--- config.mk ---
export PLATFORM = sky130hd
export DESIGN_NAME = hkspi_responder
export DESIGN_NICKNAME = d
export VERILOG_FILES = /design/src/rtl/hkspi_pkg.sv /design/src/rtl/hkspi_sync_edge.sv /design/src/rtl/hkspi_responder.sv
export SDC_FILE = /design/constraint.sdc
export NUM_CORES = 1
export LEC_CHECK = 0
export ABC_AREA = 1
export ABC_CLOCK_PERIOD_IN_PS = 2700
export BUFFER_PORTS_ARGS = -buffer_cell sky130_fd_sc_hd__buf_2
export CAP_MARGIN = 20
export CORE_MARGIN = 10
export CORE_UTILIZATION = 55
export DETAILED_ROUTE_END_ITERATION = 6
export GPL_TIMING_DRIVEN = 0
export MAX_ROUTING_LAYER = met4
export PLACE_DENSITY = 0.78
export RECOVER_POWER = 100
export SYNTH_ARGS = -nofsm -noshare
export SYNTH_HDL_FRONTEND = slang
export SYNTH_SLANG_ARGS = --single-unit
--- constraint.sdc ---
create_clock -name wb_clk_i -period 2.7 [get_ports wb_clk_i]
set_input_delay 0.27 -clock wb_clk_i [delete_from_list [all_inputs] [get_ports wb_clk_i]]
set_output_delay 0.27 -clock wb_clk_i [all_outputs]
set_load 0.01 [all_outputs]
--- src/rtl/hkspi_pkg.sv ---
`default_nettype none
// +----------------------------------------------------------------------+
// | hkspi_pkg: shared state and command encodings for the HK SPI slave   |
// | rev 1.0                                                              |
// +----------------------------------------------------------------------+
package hkspi_pkg;

  typedef enum logic [2:0] {
    ST_IDLE    = 3'd0,
    ST_COMMAND = 3'd1,
    ST_ADDRESS = 3'd2,
    ST_DATA    = 3'd3,
    ST_IGNORE  = 3'd4
  } state_t;

  localparam logic [1:0] CMD_NOP   = 2'b00;
  localparam logic [1:0] CMD_READ  = 2'b01;
  localparam logic [1:0] CMD_WRITE = 2'b10;
  localparam logic [1:0] CMD_RDWR  = 2'b11;

  function automatic logic cmd_reads(input logic [1:0] cmd);
    return (cmd == CMD_READ) || (cmd == CMD_RDWR);
  endfunction

  function automatic logic cmd_writes(input logic [1:0] cmd);
    return (cmd == CMD_WRITE) || (cmd == CMD_RDWR);
  endfunction

endpackage
`default_nettype wire

--- src/rtl/hkspi_sync_edge.sv ---
`default_nettype none
// +----------------------------------------------------------------------+
// | hkspi_sync_edge: pad synchronizers, SCK edge pulses, fill indicator  |
// | rev 1.0                                                              |
// +----------------------------------------------------------------------+
module hkspi_sync_edge #(
  parameter int SYNC_STAGES = 2
) (
  input  logic clk_i,
  input  logic rst_i,
  input  logic sck_i,
  input  logic csb_i,
  input  logic sdi_i,
  output logic sck_rise_o,
  output logic sck_fall_o,
  output logic csb_o,
  output logic sdi_o,
  output logic valid_o
);

  logic [SYNC_STAGES-1:0] sck_q;
  logic [SYNC_STAGES-1:0] csb_q;
  logic [SYNC_STAGES-1:0] sdi_q;
  logic [SYNC_STAGES-1:0] fill_q;
  logic                   sck_last_q;

  // fill_q marks when the chains hold real pad samples rather than reset values
  always_ff @(posedge clk_i) begin
    if (rst_i) begin
      sck_q      <= '0;
      csb_q      <= '1;
      sdi_q      <= '0;
      fill_q     <= '0;
      sck_last_q <= 1'b0;
    end else begin
      sck_q      <= {sck_q[SYNC_STAGES-2:0], sck_i};
      csb_q      <= {csb_q[SYNC_STAGES-2:0], csb_i};
      sdi_q      <= {sdi_q[SYNC_STAGES-2:0], sdi_i};
      fill_q     <= {fill_q[SYNC_STAGES-2:0], 1'b1};
      sck_last_q <= sck_q[SYNC_STAGES-1];
    end
  end

  assign sck_rise_o = sck_q[SYNC_STAGES-1] & ~sck_last_q;
  assign sck_fall_o = ~sck_q[SYNC_STAGES-1] & sck_last_q;
  assign csb_o      = csb_q[SYNC_STAGES-1];
  assign sdi_o      = sdi_q[SYNC_STAGES-1];
  assign valid_o    = fill_q[SYNC_STAGES-1];

endmodule
`default_nettype wire

--- src/rtl/hkspi_responder.sv ---
`default_nettype none
// +----------------------------------------------------------------------+
// | hkspi_responder: housekeeping SPI responder, mode 0, oversampled     |
// | rev 1.0                                                              |
// +----------------------------------------------------------------------+
module hkspi_responder
  import hkspi_pkg::*;
#(
  parameter int SYNC_STAGES = 2,
  parameter int ADDR_W      = 8
) (
  input  logic              wb_clk_i,
  input  logic              wb_rst_i,
  input  logic              spi_sck_i,
  input  logic              spi_csb_i,
  input  logic              spi_sdi_i,
  output logic              spi_sdo_o,
  output logic              spi_sdo_oe_o,
  output logic [ADDR_W-1:0] reg_addr_o,
  output logic [7:0]        reg_wdata_o,
  output logic              reg_we_o,
  output logic              reg_re_o,
  input  logic [7:0]        reg_rdata_i,
  output logic              busy_o
);

  logic sck_rise, sck_fall, csb, sdi, sync_valid;

  hkspi_sync_edge #(.SYNC_STAGES(SYNC_STAGES)) u_sync (
    .clk_i      (wb_clk_i),
    .rst_i      (wb_rst_i),
    .sck_i      (spi_sck_i),
    .csb_i      (spi_csb_i),
    .sdi_i      (spi_sdi_i),
    .sck_rise_o (sck_rise),
    .sck_fall_o (sck_fall),
    .csb_o      (csb),
    .sdi_o      (sdi),
    .valid_o    (sync_valid)
  );

  state_t            state_q;
  logic [2:0]        bit_cnt_q, byte_cnt_q, n_q;
  logic [6:0]        shin_q;
  logic [7:0]        shout_q, wdata_q;
  logic [ADDR_W-1:0] addr_q;
  logic              rd_q, wr_q, we_q, re_q, sdo_q, oe_q;
  logic              armed_q, inc_pend_q, prefetch_q, rd_pend_q;
  logic [7:0]        byte_d;

  assign byte_d = {shin_q, sdi};

  always_ff @(posedge wb_clk_i) begin
    if (wb_rst_i) begin
      state_q    <= ST_IDLE;
      bit_cnt_q  <= '0;
      byte_cnt_q <= '0;
      n_q        <= '0;
      shin_q     <= '0;
      shout_q    <= '0;
      wdata_q    <= '0;
      addr_q     <= '0;
      rd_q       <= 1'b0;
      wr_q       <= 1'b0;
      we_q       <= 1'b0;
      re_q       <= 1'b0;
      sdo_q      <= 1'b0;
      oe_q       <= 1'b0;
      armed_q    <= 1'b0;
      inc_pend_q <= 1'b0;
      prefetch_q <= 1'b0;
      rd_pend_q  <= 1'b0;
    end else begin
      we_q      <= 1'b0;
      re_q      <= 1'b0;
      rd_pend_q <= re_q;
      if (rd_pend_q) shout_q <= reg_rdata_i;
      // Increment runs one clk after the write strobe; the read of the new address follows
      if (inc_pend_q) begin
        inc_pend_q <= 1'b0;
        addr_q     <= addr_q + ADDR_W'(1);
        re_q       <= prefetch_q;
      end
      if (csb) begin
        state_q   <= ST_IDLE;
        bit_cnt_q <= '0;
        sdo_q     <= 1'b0;
        oe_q      <= 1'b0;
        if (sync_valid) armed_q <= 1'b1;
      end else if (state_q == ST_IDLE) begin
        // Only a CSB fall observed after reset starts a transfer
        if (armed_q) begin
          state_q    <= ST_COMMAND;
          armed_q    <= 1'b0;
          bit_cnt_q  <= '0;
          byte_cnt_q <= '0;
        end
      end else begin
        if (sck_fall && state_q == ST_DATA && rd_q) begin
          sdo_q   <= shout_q[7];
          shout_q <= {shout_q[6:0], 1'b0};
        end
        if (sck_rise && state_q != ST_IGNORE) begin
          bit_cnt_q <= bit_cnt_q + 3'd1;
          shin_q    <= byte_d[6:0];
          if (bit_cnt_q == 3'd7) begin
            case (state_q)
              ST_COMMAND: begin
                if (byte_d[7:6] == CMD_NOP) begin
                  state_q <= ST_IGNORE;
                end else begin
                  state_q <= ST_ADDRESS;
                  rd_q    <= cmd_reads(byte_d[7:6]);
                  wr_q    <= cmd_writes(byte_d[7:6]);
                  n_q     <= byte_d[5:3];
                end
              end
              ST_ADDRESS: begin
                state_q <= ST_DATA;
                addr_q  <= ADDR_W'(byte_d);
                re_q    <= rd_q;
                oe_q    <= rd_q;
              end
              ST_DATA: begin
                we_q       <= wr_q;
                wdata_q    <= byte_d;
                inc_pend_q <= 1'b1;
                byte_cnt_q <= byte_cnt_q + 3'd1;
                if (n_q != 3'd0 && (byte_cnt_q + 3'd1) == n_q) begin
                  state_q    <= ST_IGNORE;
                  oe_q       <= 1'b0;
                  prefetch_q <= 1'b0;
                end else begin
                  prefetch_q <= rd_q;
                end
              end
              default: ;
            endcase
          end
        end
      end
    end
  end

  assign spi_sdo_o    = sdo_q;
  assign spi_sdo_oe_o = oe_q;
  assign reg_addr_o   = addr_q;
  assign reg_wdata_o  = wdata_q;
  assign reg_we_o     = we_q;
  assign reg_re_o     = re_q;
  assign busy_o       = ~csb;

endmodule
`default_nettype wire

# == Word level (Yosys, flattened, before mapping) ==
# Index checks and enable logic that the tools add are counted.
# op_classes
n_reduce_logical,27
addsub,3
bitwise,10
mux,38
eq_ne,13
# op_table
op,n
8-bit 2-to-1 mux,10
3-bit 2-to-1 mux,13
5-bit AND reduction,4
1-bit 2-to-1 mux,13
2-bit nonzero test,5
3-bit case mux with 3 select lines,1
8-bit by 1-bit adder with 8-bit output (second input constant),1
1-bit inverter,8
3-bit by 1-bit adder with 3-bit output (second input constant),2
3-bit by 2-bit == test with 1-bit output (second input constant),2
2-bit AND reduction,3
6-bit AND reduction,1
6-bit OR reduction,1
5-bit OR reduction,1
2-bit == test (second input constant),2
1-bit logical AND,4
2-bit != test (second input constant),2
4-bit nonzero test,1
3-bit by 1-bit == test with 1-bit output (second input constant),1
3-bit == test,1
3-bit == test (second input constant),1
3-bit zero test,1
3-bit by 2-bit != test with 1-bit output (second input constant),1
3-bit != test (second input constant),1
9 further kinds,11
# word_totals
reg_bits,62
word_cells,115
out_inout_bits,21
in_bits,13

# == Longest topological paths before layout ==
# depth
ltp_word,8
mapped_depth,11
ltp_nobuf,10

# == Modules after synthesis ==
# A second synthesis with hierarchy kept.
# unflattened
cells_unflattened,342
area_unflattened_um2,2650.0
# modules_own_cells
mod,instances,cells_each,seq_area_each_um2,area_each_um2
hkspi_responder,1,313,1061.0,2394.8
hkspi_sync_edge,1,29,180.2,255.2

# == Least setup slack after synthesis ==
# Ideal clock, no wire load.
# synth_path
path_type,register to register
from,register bit_cnt_q[0]
to,register n_q[0]
n_path_buf,0
arrival_time_ns,1.190
t_required_ns,2.576
setup_time_ns,0.124
stages_incl_launch_ff,8
period_less_slack_ns,1.314
slack_ns,1.386
path_cell_list,dfxtp_1 > ha_1 > ha_1 > nand3_1 > nor2_1 > nand2_1 > o21ai_0 > a21oi_1
# synth_between
elab_chain_cells,2
# synth_rtl
item,line,source
"start, declared",hkspi_responder.sv:43,"logic [2:0] bit_cnt_q, byte_cnt_q, n_q;"
"start signal, assigned",hkspi_responder.sv:104,bit_cnt_q <= bit_cnt_q + 3'd1;
3-bit == test,hkspi_responder.sv:106,if (bit_cnt_q == 3'd7) begin
6-bit AND reduction (no line),--,
"end signal, assigned",hkspi_responder.sv:115,n_q <= byte_d[5:3];
"end, declared",hkspi_responder.sv:43,
# No other way between the ends.
# A chain may end at the register's enable or synchronous reset.

# == Final worst setup path ==
# layout_path
from,register state_q[0]
to,register wdata_q[4] (netlist: reg_wdata_o[4])
# layout_between
elab_chain_cells,3
elab_cells_between_ends,6
cone_classes,2 x eq/ne; 1 x bitwise; 3 x reduce/logical
# layout_rtl
item,line,source
"start, declared",hkspi_responder.sv:42,state_t state_q;
"start signal, assigned",hkspi_responder.sv:55,state_q <= ST_IDLE;
"start signal, assigned",hkspi_responder.sv:85,state_q <= ST_IDLE;
"start signal, assigned",hkspi_responder.sv:93,state_q <= ST_COMMAND;
3-bit != test or 3-bit zero test (tied branches),"hkspi_responder.sv:103, hkspi_responder.sv:90",
1-bit logical AND or 1-bit inverter (tied branches),--,
5-bit AND reduction (no line) *,--,
"end signal, assigned",hkspi_responder.sv:126,wdata_q <= byte_d;
"end, declared",hkspi_responder.sv:45,"logic [7:0] shout_q, wdata_q;"
# Mark *: on every way between the ends. The rest lies on a longest branch, timed or not.

==> metrics.csv <==
metric,value,unit
antenna cells,0,
Final Setup Violations,0,
Detailed Place HPWL,4.20,mm
vias per cell,5.13,
Ports,34,
Cells after Synth,348,
Power per Cell Area,592,nW/µm²
GRT Residual Overflow,0,
Synth top area share,46.9,%
Placer Congestion,0.913,
worst vdd ir,0.000481,V
hold buffers post-CTS,0,
Synth top cells by count,"nand2_1, dfxtp_1, nor2_1, inv_1, a21oi_1",
Post-synth ARST share,0,%
TNS Setup,0,ns
largest area contributor in the netlist,dfxtp_1,
"wirelength, routed",5.88,mm
post-CTS setup buffer count,0,
Die Wd,89.4,µm
die height,89.4,µm
Layout Area Growth over Synthesis,13.1,%
number of remaining DRC errors,0,
Final Hold Viols,0,
Layout Utilization,63.7,%
Port Buffers,33,
TritonCTS Sinks,62,
Yosys reg bits,62,
post-CTS sizing,0,
Via Count,2309,
Post-synth EDFFs,0,
Worst EP required,2.97,ns
Post-Syn Area per Cell,7.60,µm²
drt pass-1 iters,4,
CTS tree,yes,
Clock Skews,0.00596,ns
Routed Antenna Nets,0,
most common cell in the netlist,nand2_1,
status,completed,
CP max FO,10,
critical path capture point type,register,
Die Area,7980,µm²
Core Box Area,4690,µm²
RSZ-0062 raised after global routing,no,
Starting Density,56.4,%
synthesized area,2650,µm²
# rows,25,
TritonCTS buffer count,9,
htree depth,3,
min Tclk post-route,2.03,ns
top_reg_cell synth,dfxtp_1,
Max Clk Rate,493,MHz
Tcrit/Tclk final,75.1,%
max-cap viol count,0,
CTS max path bufs,2,
Startpoint Class,register,
Hold Crit Class,in -> reg,
Unique masters post-synth,32,
wire per inst,13.1,µm
clk slew on worst S/H paths,0.06,ns
"Clk Latency, worst-skew pair",0.35,ns
GR Util All Layers,16.5,%
measured slew at the worst slew-check pin,0.548,ns
initial drt markers,152,
first-pass GRT wire length,9.93,mm
CP arrival,2.30,ns
Ys Warns,0,
Rel. slew slack,63.4,%
CP Class,reg -> reg,
Area contributors post-synth,"dfxtp_1, nand2_1, nor2_1",
initial antenna violation count,0,
static leakage,0.00126,µW
"Slew Viols, Final",0,
syn_nets,365,
post-synthesis sequential area ratio,46.9,%
vias in the first global route,2146,
layout cells sized above 1,8.84,%
nets,409,
largest net degree at the start of global routing,11,
Root Driver,clkbuf_8,
-- critical path, stage by stage (launching register included) --
cell and delay [ns]:
dfxtp_1 0.41, nor2_1 0.10, clkinv_1 0.06, nand2_1 0.17, nor2_8 0.19, clkinvlp_2 0.34, nor2_1 0.28, buf_4 0.21
nand2_1 0.06, a21oi_1 0.14
-- final timing paths --
kind | to | startpoint | slack [ns] | cells after the start
max | reg_wdata_o[4]$_SDFFE_PP0P_ | state_q[0]$_SDFFE_PP0P_ | 0.67 | 9
min | u_sync.csb_q[0]$_SDFF_PP1_ | spi_csb_i | 0.11 | 2
min reg2reg | u_sync.sdi_q[1]$_SDFF_PP0_ | u_sync.sdi_q[0]$_SDFF_PP0_ | 0.40 | 2
max reg2reg | reg_wdata_o[4]$_SDFFE_PP0P_ | state_q[0]$_SDFFE_PP0P_ | 0.67 | 9
-- metrics by stage --
stage               area [µm²]  hold slack [ns]  power (µW)  std cells  worst slack (ns)
floorplan                 2650            0.374         980        348              1.39
global placement          2880            0.390         999        435              1.07
detailed placement        2880            0.393        1000        435             0.998
CTS                       3070            0.106        1780        450             0.993
global route              2990            0.107        1830        450             0.435
finish                    2990            0.106        1770        450             0.673
-- per-layer routing --
layer	share of wire [%]	up-vias	track usage, %
met5	0	-	-
met4	1.6	0	6.50
met3	5.2	9	4.47
met2	46	61	24.8
met1	47	1044	20.5
li1	-	1195	-
-- cell usage in the layout, fill, tap and decap left out, types with 8 or more instances in the layout --
master	n
clkbuf_8	10
a21oi_1	33
mux2i_1	8
o21ai_0	19
nand2_1	77
dfxtp_1	62
nand3_1	11
inv_1	42
clkbuf_1	28
buf_2	11
nor2_1	55
-- registers in the layout, summed over array words and instances (netlist names) --
register / count
inc_pend_q: 1
armed_q: 1
spi_sdo_o: 1
shin_q: 7
u_sync.csb_q: 2
rd_q: 1
u_sync.sck_last_q: 1
byte_cnt_q: 3
prefetch_q: 1
u_sync.fill_q: 2
u_sync.sck_q: 2
state_q: 3
reg_we_o: 1
bit_cnt_q: 3
reg_re_o: 1
n_q: 3
rd_pend_q: 1
spi_sdo_oe_o: 1
u_sync.sdi_q: 2
reg_wdata_o: 8
wr_q: 1
shout_q: 8
reg_addr_o: 8
-- power by group --
| part | switching (µW) | internal [µW] |
|---|---|---|
| logic | 33.5 | 17.4 |
| registers | 4.42 | 923 |
| clock network | 349 | 443 |
| total | 387 | 1380 |
-- layout make-up --
type	count	area, µm²
plain buffers	9	45.0
fillers	448	1700
multi-input cells	233	1140
repair buffers	33	138
clock inverters	4	47.5
inverters	44	166
clock buffers	11	141
flip-flops and latches	62	1240
well taps	54	67.6
-- cell families (layout without fill, tap and decap cells) --
kind of cell               Yosys count  after routing  synth area share [%]
buffers and inverters               53            101                  8.37
DFF                                 62             62                  46.9
muxes                                8              8                  3.03
AOI/OAI and AO/OA                   63             63                  13.0
adders and majority gates            4              4                  1.89
xor gates and xnor gates             5              5                  1.66
and+or+nand+nor                    153            153                  25.1
(Power assumes the default switching activity.)
